[config.mk]
export PLATFORM = sky130hd
export DESIGN_NAME = color_sensor_sequencer
export DESIGN_NICKNAME = d
export VERILOG_FILES = /design/src/rtl/color_sensor_sequencer.sv
export SDC_FILE = /design/constraint.sdc
export NUM_CORES = 1
export LEC_CHECK = 0
export CORE_ASPECT_RATIO = 1.4
export CORE_MARGIN = 3
export CORE_UTILIZATION = 45
export DETAILED_ROUTE_END_ITERATION = 12
export DONT_BUFFER_PORTS = 1
export GPL_TIMING_DRIVEN = 0
export PLACE_DENSITY = 0.6
export SKIP_CTS_REPAIR_TIMING = 1
export SLEW_MARGIN = 20
export SYNTH_ARGS = -nofsm -noshare
export SYNTH_HDL_FRONTEND = slang
export SYNTH_SLANG_ARGS = --single-unit
[constraint.sdc]
create_clock -name clk -period 7.9 [get_ports clk]
set_input_delay 0.395 -clock clk [delete_from_list [all_inputs] [get_ports clk]]
set_output_delay 0.395 -clock clk [all_outputs]
set_load 0.02 [all_outputs]
[src/rtl/color_sensor_sequencer.sv]
// TCS3200 measurement sequencer: warms the sensor up, then counts edges through the
// R, G, B and clear filters in turn and publishes the four raw counts with a done pulse.
module color_sensor_sequencer #(
    parameter int WARMUP_CYC = 50000,
    parameter int SETTLE_CYC = 1000,
    parameter int WINDOW_CYC = 5000000,
    parameter int CNT_W      = 21
) (
    input  logic             clk,
    input  logic             rst,
    input  logic             start,
    input  logic             abort,
    input  logic             sensor_out,
    output logic [1:0]       s0_s1,
    output logic [1:0]       s2_s3,
    output logic             led_en,
    output logic             busy,
    output logic             done,
    output logic [CNT_W-1:0] red_cnt,
    output logic [CNT_W-1:0] green_cnt,
    output logic [CNT_W-1:0] blue_cnt,
    output logic [CNT_W-1:0] clear_cnt,
    output logic             overflow
);

    typedef enum logic [2:0] {
        IDLE, WARMUP, SELECT, SETTLE, COUNT, STORE, DONE
    } state_t;

    typedef enum logic [1:0] {CH_R, CH_G, CH_B, CH_C} ch_t;

    localparam logic [31:0] WARMUP_LAST = WARMUP_CYC - 1;
    localparam logic [31:0] SETTLE_LAST = SETTLE_CYC - 1;
    localparam logic [31:0] WINDOW_LAST = WINDOW_CYC - 1;

    state_t           state, state_n;
    ch_t              ch, ch_n;
    logic [31:0]      tcnt;
    logic             sens_p0, sens_p1, sens_p2;
    logic             edge_pulse;
    logic [CNT_W-1:0] work_cnt;
    logic             ovf_run;
    logic [CNT_W-1:0] red_sh, green_sh, blue_sh;

    function automatic logic [1:0] filter_code(input ch_t c);
        case (c)
            CH_R:    filter_code = 2'b00;
            CH_G:    filter_code = 2'b11;
            CH_B:    filter_code = 2'b01;
            default: filter_code = 2'b10;
        endcase
    endfunction

    function automatic ch_t next_ch(input ch_t c);
        case (c)
            CH_R:    next_ch = CH_G;
            CH_G:    next_ch = CH_B;
            default: next_ch = CH_C;
        endcase
    endfunction

    // Stage p0/p1: two-flop synchroniser; p2: previous value for the rising-edge detector
    always_ff @(posedge clk or posedge rst) begin
        if (rst) begin
            sens_p0 <= 1'b0;
            sens_p1 <= 1'b0;
            sens_p2 <= 1'b0;
        end else begin
            sens_p0 <= sensor_out;
            sens_p1 <= sens_p0;
            sens_p2 <= sens_p1;
        end
    end

    assign edge_pulse = sens_p1 & ~sens_p2;

    always_comb begin
        state_n = state;
        ch_n    = ch;
        case (state)
            IDLE: begin
                if (start && !abort) begin
                    state_n = WARMUP;
                    ch_n    = CH_R;
                end
            end
            WARMUP: if (tcnt == WARMUP_LAST) state_n = SELECT;
            SELECT: state_n = SETTLE;
            SETTLE: if (tcnt == SETTLE_LAST) state_n = COUNT;
            COUNT:  if (tcnt == WINDOW_LAST) state_n = STORE;
            STORE: begin
                if (ch == CH_C) begin
                    state_n = DONE;
                end else begin
                    state_n = SELECT;
                    ch_n    = next_ch(ch);
                end
            end
            DONE:    state_n = IDLE;
            default: state_n = IDLE;
        endcase
        if (abort && state != IDLE)
            state_n = IDLE;
    end

    // The phase timer restarts on every state change, so each phase counts from zero
    always_ff @(posedge clk or posedge rst) begin
        if (rst) begin
            state <= IDLE;
            ch    <= CH_R;
            tcnt  <= 32'd0;
        end else begin
            state <= state_n;
            ch    <= ch_n;
            tcnt  <= (state_n != state) ? 32'd0 : tcnt + 32'd1;
        end
    end

    always_ff @(posedge clk or posedge rst) begin
        if (rst) begin
            work_cnt <= '0;
            ovf_run  <= 1'b0;
            red_sh   <= '0;
            green_sh <= '0;
            blue_sh  <= '0;
        end else begin
            if (state == IDLE && state_n == WARMUP)
                ovf_run <= 1'b0;
            if (state == SELECT) begin
                work_cnt <= '0;
            end else if (state == COUNT && edge_pulse) begin
                if (&work_cnt)
                    ovf_run <= 1'b1;
                else
                    work_cnt <= work_cnt + 1'b1;
            end
            if (state == STORE) begin
                case (ch)
                    CH_R:    red_sh   <= work_cnt;
                    CH_G:    green_sh <= work_cnt;
                    CH_B:    blue_sh  <= work_cnt;
                    default: ;
                endcase
            end
        end
    end

    // Results load on the edge into DONE so they change together with the done pulse;
    // the clear channel goes straight from the working counter.
    always_ff @(posedge clk or posedge rst) begin
        if (rst) begin
            red_cnt   <= '0;
            green_cnt <= '0;
            blue_cnt  <= '0;
            clear_cnt <= '0;
            overflow  <= 1'b0;
            s2_s3     <= 2'b00;
        end else begin
            if (state == STORE && state_n == DONE) begin
                red_cnt   <= red_sh;
                green_cnt <= green_sh;
                blue_cnt  <= blue_sh;
                clear_cnt <= work_cnt;
                overflow  <= ovf_run;
            end
            if (state_n == IDLE)
                s2_s3 <= 2'b00;
            else if (state_n == SELECT)
                s2_s3 <= filter_code(ch_n);
        end
    end

    assign busy   = (state != IDLE);
    assign led_en = busy;
    assign s0_s1  = busy ? 2'b10 : 2'b00;
    assign done   = (state == DONE);

endmodule

# Yosys cells after proc, flatten, opt, wreduce, memory -nomap -nowiden
# Cells that the tools add are included.
[classes]
addsub = 2
eq_ne = 19
mux = 23
n_bitwise = 2
n_reduce_logical = 18
[op_table]
columns = ["operator", "count"]
rows = [
  ["$mux W21", 3],
  ["$add A32 B1 Y32 const B", 1],
  ["$eq A32 B10 Y1 const B", 1],
  ["$eq A32 B16 Y1 const B", 1],
  ["$eq A32 B23 Y1 const B", 1],
  ["$mux W32", 1],
  ["$add A21 B1 Y21 const B", 1],
  ["$reduce_and A21 Y1", 1],
  ["$mux W3", 6],
  ["$pmux W3 S6", 1],
  ["$eq A3 B3 Y1 const B", 4],
  ["$mux W2", 5],
  ["$eq A3 B2 Y1 const B", 3],
  ["$pmux W2 S2", 2],
  ["$reduce_and A2 Y1", 4],
  ["$eq A2 B2 Y1 const B", 3],
  ["$eq A3 B1 Y1 const B", 2],
  ["$logic_not A3 Y1", 2],
  ["$pmux W2 S3", 1],
  ["$logic_and A1 B1 Y1", 5],
  ["$eq A2 B1 Y1 const B", 2],
  ["$logic_not A2 Y1", 2],
  ["$mux W1", 4],
  ["$reduce_bool A2 Y1", 2],
  ["other kinds (6)", 6],
]
[totals]
ff_bits = 212
out_inout_bits = 92
elab_cells = 81

# Depth between registers and ports, before layout
# Gate-level depths: netlist of run 1.
[depth]
word_depth = 11
mapped_depth = 10
ltp_nobuf = 9

# Worst setup path before layout of run 1
# No wires, ideal clock.
[synth_timing]
path_kind = "register -> register"
from = "register state[0]"
to = "register tcnt[23]"
setup_time_ps = 119
arrival_time_ps = 2405
setup_slack_ps = 5376
stages_incl_launch_ff = 9
n_path_buf = 2
cell_sequence = "dfrtp_1 > buf_6 > or3b_1 > or4b_1 > or4_1 > and3_4 > o31ai_4 > buf_6 > nor2_1"
[synth_via]
elab_chain_cells = 5
elab_cells_between_ends = 16
cone_classes = "eq/ne (6); mux (7); reduce/logical (3)"
[synth_lines]
columns = ["item", "line", "rtl"]
rows = [
  ["start, declared", "36", "state_t state, state_n;"],
  ["start signal, assigned", "113", "state <= state_n;"],
  ["$eq A3 B3 Y1, or another cell as far along", "80", "case (state)"],
  ["$pmux W3 S6 / $logic_and A1 B1 Y1 (equally long branches)", "80, 102", ""],
  ["$mux W3", "102", "if (abort && state != IDLE)"],
  ["$ne A3 B3 Y1 *", "115", "tcnt <= (state_n != state) ? 32'd0 : tcnt + 32'd1;"],
  ["$mux W32 *", "115", ""],
  ["end signal, assigned", "115", ""],
  ["end, declared", "38", "logic [31:0] tcnt;"],
]
# Every way passes the cells marked *; elsewhere a longest branch is shown, timed or not.
# A chain may end at the register's enable or synchronous reset.

# Worst setup path in the final report of run 1
[layout_timing]
from = "register state[1]"
to = "register red_cnt[6]"
[layout_via]
elab_chain_cells = 5
elab_cells_between_ends = 16
cone_classes = "eq/ne (6); mux (6); reduce/logical (4)"
[layout_lines]
columns = ["item", "line", "rtl"]
rows = [
  ["$eq A3 B3 Y1, or another cell as far along", "80, 159", ""],
  ["$pmux W3 S6 / $logic_and A1 B1 Y1 (equally long branches)", "80, 102", ""],
  ["$mux W3", "102", ""],
  ["$eq A3 B3 Y1", "159", "if (state == STORE && state_n == DONE) begin"],
  ["$logic_and A1 B1 Y1 *", "159", ""],
  ["end signal, assigned", "160", "red_cnt <= red_sh;"],
  ["end, declared", "19", "output logic [CNT_W-1:0] red_cnt,"],
]
# Marked as above.

==> results.json, run 1 <==
{
  "run_status": "finished clean",
  "cts_buffers": 22,
  "antenna_found_initial": 0,
  "register_area_um2": 5305,
  "synth_async_sr_flop_share_pct": 100.0,
  "clk_pin_slew_ps": 60,
  "synth.distinct_cells": 49,
  "routed-wl-met3_um": 749,
  "worst_pin_slew_ps": 932.5,
  "reg2reg_from": "state[1]",
  "wire_per_inst_um": 19.03,
  "finClkSkew_ps": 12.32,
  "hold_start": "abort",
  "drcViolationCount": 0,
  "cts_root_buffer": "clkbuf_16",
  "grt_pass1_vias": 5688,
  "pwr-share-comb_pct": 3.5,
  "ys_seq_area_share_pct": 59.35,
  "cts_tree": "yes",
  "power.leakage_nw": 4.808,
  "grt_setup_unrepaired": "false",
  "finalHoldViolCount": 0,
  "fmax_mhz": 325.9,
  "report.final.setup_viol": 0,
  "cap_violations": 0,
  "vias": 5337,
  "die-area_um2": 21610,
  "dpl_cell_area_um2": 9311,
  "synth_top_area_share_pct": 59.35,
  "dr.pass1.iters": 6,
  "cp_slowest_cell": "clkbuf_1",
  "critPathMaxStageDelay_ps": 550,
  "synth_area_per_cell_um2": 12.70,
  "io_pins": 97,
  "synth_edf_count": 0,
  "hold_class": "input port to register",
  "finalCriticalPeriod_ps": 3069,
  "clk_latency_ps": 500,
  "p_seq_share_pct": 47.6,
  "syn2layout_area_growth_pct": 13.54,
  "wl_um": 18940,
  "wl_met2_um": 10180,
  "synth_seq_cells": 212,
  "cts.sinks": 212,
  "top_layer": "met4",
  "die_h_um": 172.8,
  "grt_max_degree": 101,
  "synth_top_area_cell": "dfrtp_1",
  "drv_slew": 0,
  "netlist_area_um2": 8939,
  "grt_pass1_wl_um": 31240,
  "hold-path-endpoint": "state[1]",
  "overflow": 0,
  "num_antenna_cells": 0,
  "crit_fanout": 10,
  "reg2reg_slack_ps": 4830,
  "multi_input_area_um2": 3391,
  "synth_nets": 713,
  "intPower_mw": 1.841,
  "r2r_cells": 7,
  "htreeDepth": 1,
  "power_switching_share_pct": 20.68,
  "synth.area.top_cells": "dfrtp_1, mux2_2, xnor2_1, nor2_1, nand2_1",
  "crit_type": "register to register",
  "period_share_pct": 38.85,
  "p_sw_mw": 0.4799,
  "first_iter_violations": 271,
  "cp-start-kind": "register",
  "dp_hpwl_um": 13510,
  "die_x_um": 125.1,
  "drtAntennaViolNets": 0,
  "cp.arrival_ps": 3440,
  "drive_gt1_share_pct": 27.31,
  "finalInstanceArea_um2": 10150,
  "vias_per_cell": 5.364,
  "worstPathRequired_ps": 8270,
  "port_buffers": 0,
  "power.total_mw": 2.321,
  "cp-end-kind": "register",
  "synthCells": 704,
  "holdPathStages": 2,
  "drt-met1-wl_um": 7455,
  "core_area_um2": 19370,
  "timing.rr.end": "red_cnt[6]",
  "grt.total_usage_pct": 17.58,
  "cts_buffer_depth": 3,
  "ir_drop_mv": 0.1815,
  "fillerInstances": 1634,
  "crit_top_cell": "clkbuf_1",
  "cp_cell_sequence": "clkbuf_1 -> nand2b_1 -> or2_2 -> nor2_1 -> clkbuf_1 -> clkbuf_1 -> mux2_2",
  "slew_headroom_pct": 37.26,
  "ys.flop_type": "dfrtp_1",
  "powerDensity_nw_per_um2": 228.7,
  "start_util_pct": 46.15,
  "rows": 60,
  "final_nets": 741,
  "utilization_pct": 52.40,
  "clkPwrFrac_pct": 48.9,
  "ys_warn_count": 0,
  "globalplace.congestion": 0.8256
}
[worst max-delay path, delay by kind of cell (launching register included)]
family | cells | cell delay [ps]
AND/OR/NAND/NOR | 3 | 900
flip-flops | 1 | 390
buffers and inverters | 3 | 1250
multiplexers | 1 | 410
[synthesized netlist by cell type (5+ instances only)]
| cell | count |
|---|---|
| dfrtp_1 | 212 |
| mux2_2 | 148 |
| nor2_1 | 69 |
| nand2_1 | 35 |
| xnor2_1 | 35 |
| clkbuf_1 | 29 |
| nand3_1 | 23 |
| nor4_1 | 20 |
| nor3_1 | 14 |
| nand4_1 | 11 |
| inv_1 | 10 |
| xor2_1 | 10 |
| o21ai_0 | 7 |
| a21oi_1 | 6 |
| and4_1 | 6 |
| buf_1 | 5 |
| nand2b_1 | 5 |
[registers in the layout, indices dropped and copies added (netlist names), 2 cells and up]
name,cells
clear_cnt,21
green_sh,21
blue_sh,21
red_sh,21
work_cnt,21
state,3
red_cnt,21
green_cnt,21
ch,2
tcnt,32
blue_cnt,21
s2_s3,2
[per-stage QoR]
stage          worst slack (ps)  TNS, ps  cells  hold WS, ps
2_1_floorplan              1711        0    704        331.2
3_3_place_gp             -261.1   -50820    952        334.3
3_5_place_dp               4796        0    954        276.2
4_1_cts                    4780        0    993       -252.0
5_1_grt                    4609        0    995        313.6
6_report                   4831        0    995        285.1
[power groups by stage]
| stage | combinational (mW) | clock, mW | sequential [mW] |
|---|---|---|---|
| after floorplan | 0.0631 | 0 | 1.12 |
| after global placement | 0.0766 | 0 | 1.12 |
| after detailed placement | 0.0834 | 0 | 1.12 |
| after CTS | 0.0834 | 1.17 | 1.10 |
| after global routing | 0.0938 | 1.21 | 1.11 |
| final | 0.0816 | 1.13 | 1.10 |
[kinds of logic after synthesis]
group,synth area share (%)
other cells,0.04195
fa+ha+maj,0.5599
mux,18.76
compound gates,2.114
flops,59.35
xor+xnor,4.409
simple gates,12.05
buf+inv,2.716
[how the worst max path moves through the flow]
stage                  start           end  slack [ps]
floorplan                rst   blue_cnt[0]        1710
global placement         rst  blue_cnt[12]        -260
detailed placement  state[1]    red_cnt[6]        4800
CTS                 state[1]    red_cnt[6]        4780
global route        state[1]    red_cnt[5]        4610
finish              state[1]    red_cnt[6]        4830
[cells in the final DEF (no fill, tap or decap), types with 14 or more instances in the layout]
master / count
clkbuf_16: 23
dfrtp_1: 212
nor3_1: 14
clkbuf_1: 30
mux2_2: 148
nand2_1: 35
nor4_1: 20
xnor2_1: 35
nand3_1: 23
nor2_1: 69
[metal layers]
| layer | up-vias | global-route usage, % |
|---|---|---|
| met2 | 108 | 32.41 |
| met1 | 2690 | 20.70 |
| met5 | - | 0 |
| met3 | 36 | 2.812 |
| met4 | 0 | 5.967 |
| li1 | 2503 | - |
[final cells by class]
type | count | area share [%]
Tap cell | 248 | 3.058
Clock buffer | 30 | 6.522
Timing Repair Buffer | 4 | 0.7397
Multi-Input combinational cell | 439 | 33.41
Inverter | 10 | 0.4438
Sequential cell | 212 | 52.27
Clock inverter | 9 | 1.529
Buffer | 43 | 2.022
Note: power is estimated with default switching activity, not from simulation.
==> run 2, diff against run 1 <==
Settings changed: PLACE_DENSITY 0.6 to 0.62.
Clock period 7.9 ns to 2.78 ns, I/O delays scaled along.
==> run 2 against run 1 <==
The flow now finishes with violations (setup timing). Global-route usage is essentially flat. Die area is the same. Sequential share of layout area shrank 0.38 points. Hold slack lost 230 ps. Maximum frequency grew 8.9%. First-iteration DRC count grew 28%. Sequential cell count is the same. Critical path depth grew 2. Via count grew 2.5%. Clock power grew to 2.6 times the previous value. Non-clock buffer count grew 6. Largest cell class unchanged. Largest power group is now sequential cells. Highest routed layer unchanged.
==> results.json, run 2 (synthesis results as in run 1) <==
{
  "run_status": "finished with violations",
  "violations": "setup timing",
  "overflow": 0,
  "hold-path-endpoint": "ovf_run",
  "first_iter_violations": 346,
  "die-area_um2": 21610,
  "globalplace.congestion": 0.8649,
  "finClkSkew_ps": 12.54,
  "drv_slew": 0,
  "dp_hpwl_um": 13720,
  "holdWs_ps": 56.69,
  "clk_latency_ps": 490,
  "syn2layout_area_growth_pct": 14.36,
  "fmax_mhz": 354.9,
  "cap_violations": 0,
  "report.final.setup_viol": 30,
  "hold_class": "input port to register",
  "drtAntennaViolNets": 0,
  "cts_tree": "yes",
  "worst_pin_slew_ps": 881.6,
  "cp_cell_sequence": "buf_6 -> or3b_1 -> or4b_1 -> or4_4 -> and3_4 -> o31ai_4 -> buf_6 -> buf_6 -> nor2_1",
  "cp-end-kind": "register",
  "powerDensity_nw_per_um2": 618.4,
  "grt_max_degree": 37,
  "grt_pass1_vias": 5836,
  "period_share_pct": 101.3,
  "core_area_um2": 19370,
  "io_pins": 97,
  "ir_drop_mv": 0.4193,
  "timing.rr.end": "tcnt[25]",
  "reg2reg_slack_ps": -40,
  "crit_type": "register to register",
  "worstPathRequired_ps": 3160,
  "cp_slowest_cell": "or4b_1",
  "worst_slack_ps": -37.52,
  "grt_setup_unrepaired": "true",
  "htreeDepth": 1,
  "crit_top_cell": "buf_6",
  "vias_per_cell": 5.457,
  "die_h_um": 172.8,
  "vias": 5468,
  "mostFrequentLayoutCells": "dfrtp_1, mux2_2, nor2_1",
  "r2r_cells": 9,
  "utilization_pct": 52.78,
  "rows": 60,
  "start_util_pct": 46.15,
  "regMostFlops": "tcnt",
  "cp.arrival_ps": 3190,
  "cts_buffers": 22,
  "drive_gt1_share_pct": 29.71,
  "num_antenna_cells": 0,
  "power.total_mw": 6.322,
  "slew_headroom_pct": 40.68,
  "power.leakage_nw": 4.849,
  "clk_pin_slew_ps": 60,
  "cts_buffer_depth": 3,
  "dr.pass1.iters": 4,
  "finalCriticalPeriod_ps": 2818,
  "hold_start": "start",
  "fillerInstances": 1686,
  "wl_um": 19300,
  "holdPathStages": 3,
  "cts.sinks": 212,
  "critPathMaxStageDelay_ps": 540,
  "cts_root_buffer": "clkbuf_16",
  "largest_reg_flops": 32,
  "die_x_um": 125.1,
  "grt_pass1_wl_um": 31330,
  "port_buffers": 0,
  "layout_commonest_cell": "dfrtp_1",
  "final_nets": 747,
  "antenna_found_initial": 0,
  "crit_fanout": 10,
  "grt.total_usage_pct": 17.61,
  "cp-start-kind": "register",
  "finalHoldViolCount": 0,
  "drcViolationCount": 0,
  "reg2reg_from": "state[0]",
  "wire_per_inst_um": 19.26
}
-- run 2: worst max-delay path by stage --
stage | depth (start not counted) | from | endpoint
after global routing | 9 | state[0] | tcnt[25]
after floorplan | 1 | rst | blue_cnt[0]
after global placement | 1 | rst | red_sh[20]
after detailed placement | 7 | state[1] | clear_cnt[20]
final | 9 | state[0] | tcnt[25]
after CTS | 7 | state[1] | clear_cnt[20]
-- run 2: worst max-delay path, delay by kind of cell (launching register included) --
kind            cells  cell delay [ps]
simple gates        5             1640
buf+inv             3              450
compound gates      1              240
flops               1              370
-- run 2: metal layers --
metal / share of wire, % / wire (um) / vias to the layer above / track usage, %
met5: 0 / 0 / - / 0
met4: 1.8 / 348 / 0 / 4.837
met3: 4.2 / 813 / 33 / 2.750
met2: 55 / 10520 / 116 / 32.38
met1: 39 / 7614 / 2805 / 21.36
li1: - / - / 2514 / -
-- run 2: report_power, final --
group          total (mW)  internal [mW]  switching [mW]
clock                2.93           1.77            1.16
combinational       0.258          0.101           0.157
sequential           3.14           3.11          0.0272
-- run 2: per-stage QoR --
| step | instance area [um^2] | std cells | setup slack (ps) | setup TNS [ps] |
|---|---|---|---|---|
| global placement | 9253 | 952 | -1036 | -225910 |
| CTS | 10100 | 998 | -301.4 | -13660 |
| floorplan | 8942 | 704 | -115.2 | -24420 |
| global route | 10220 | 1002 | -119.1 | -9083 |
| detailed placement | 9373 | 958 | -287.0 | -12130 |
| finish | 10220 | 1002 | -37.52 | -550.1 |
-- run 2: final cells by class --
| class | instances | area, um^2 | area share [%] |
|---|---|---|---|
| Buffer | 43 | 214.0 | 2.093 |
| Clock buffer | 35 | 680.7 | 6.659 |
| Clock inverter | 5 | 50.05 | 0.4896 |
| Inverter | 10 | 41.29 | 0.4039 |
| Multi-Input combinational cell | 439 | 3462 | 33.87 |
| Sequential cell | 212 | 5305 | 51.90 |
| Tap cell | 248 | 310.3 | 3.036 |
| Timing Repair Buffer | 10 | 158.9 | 1.554 |
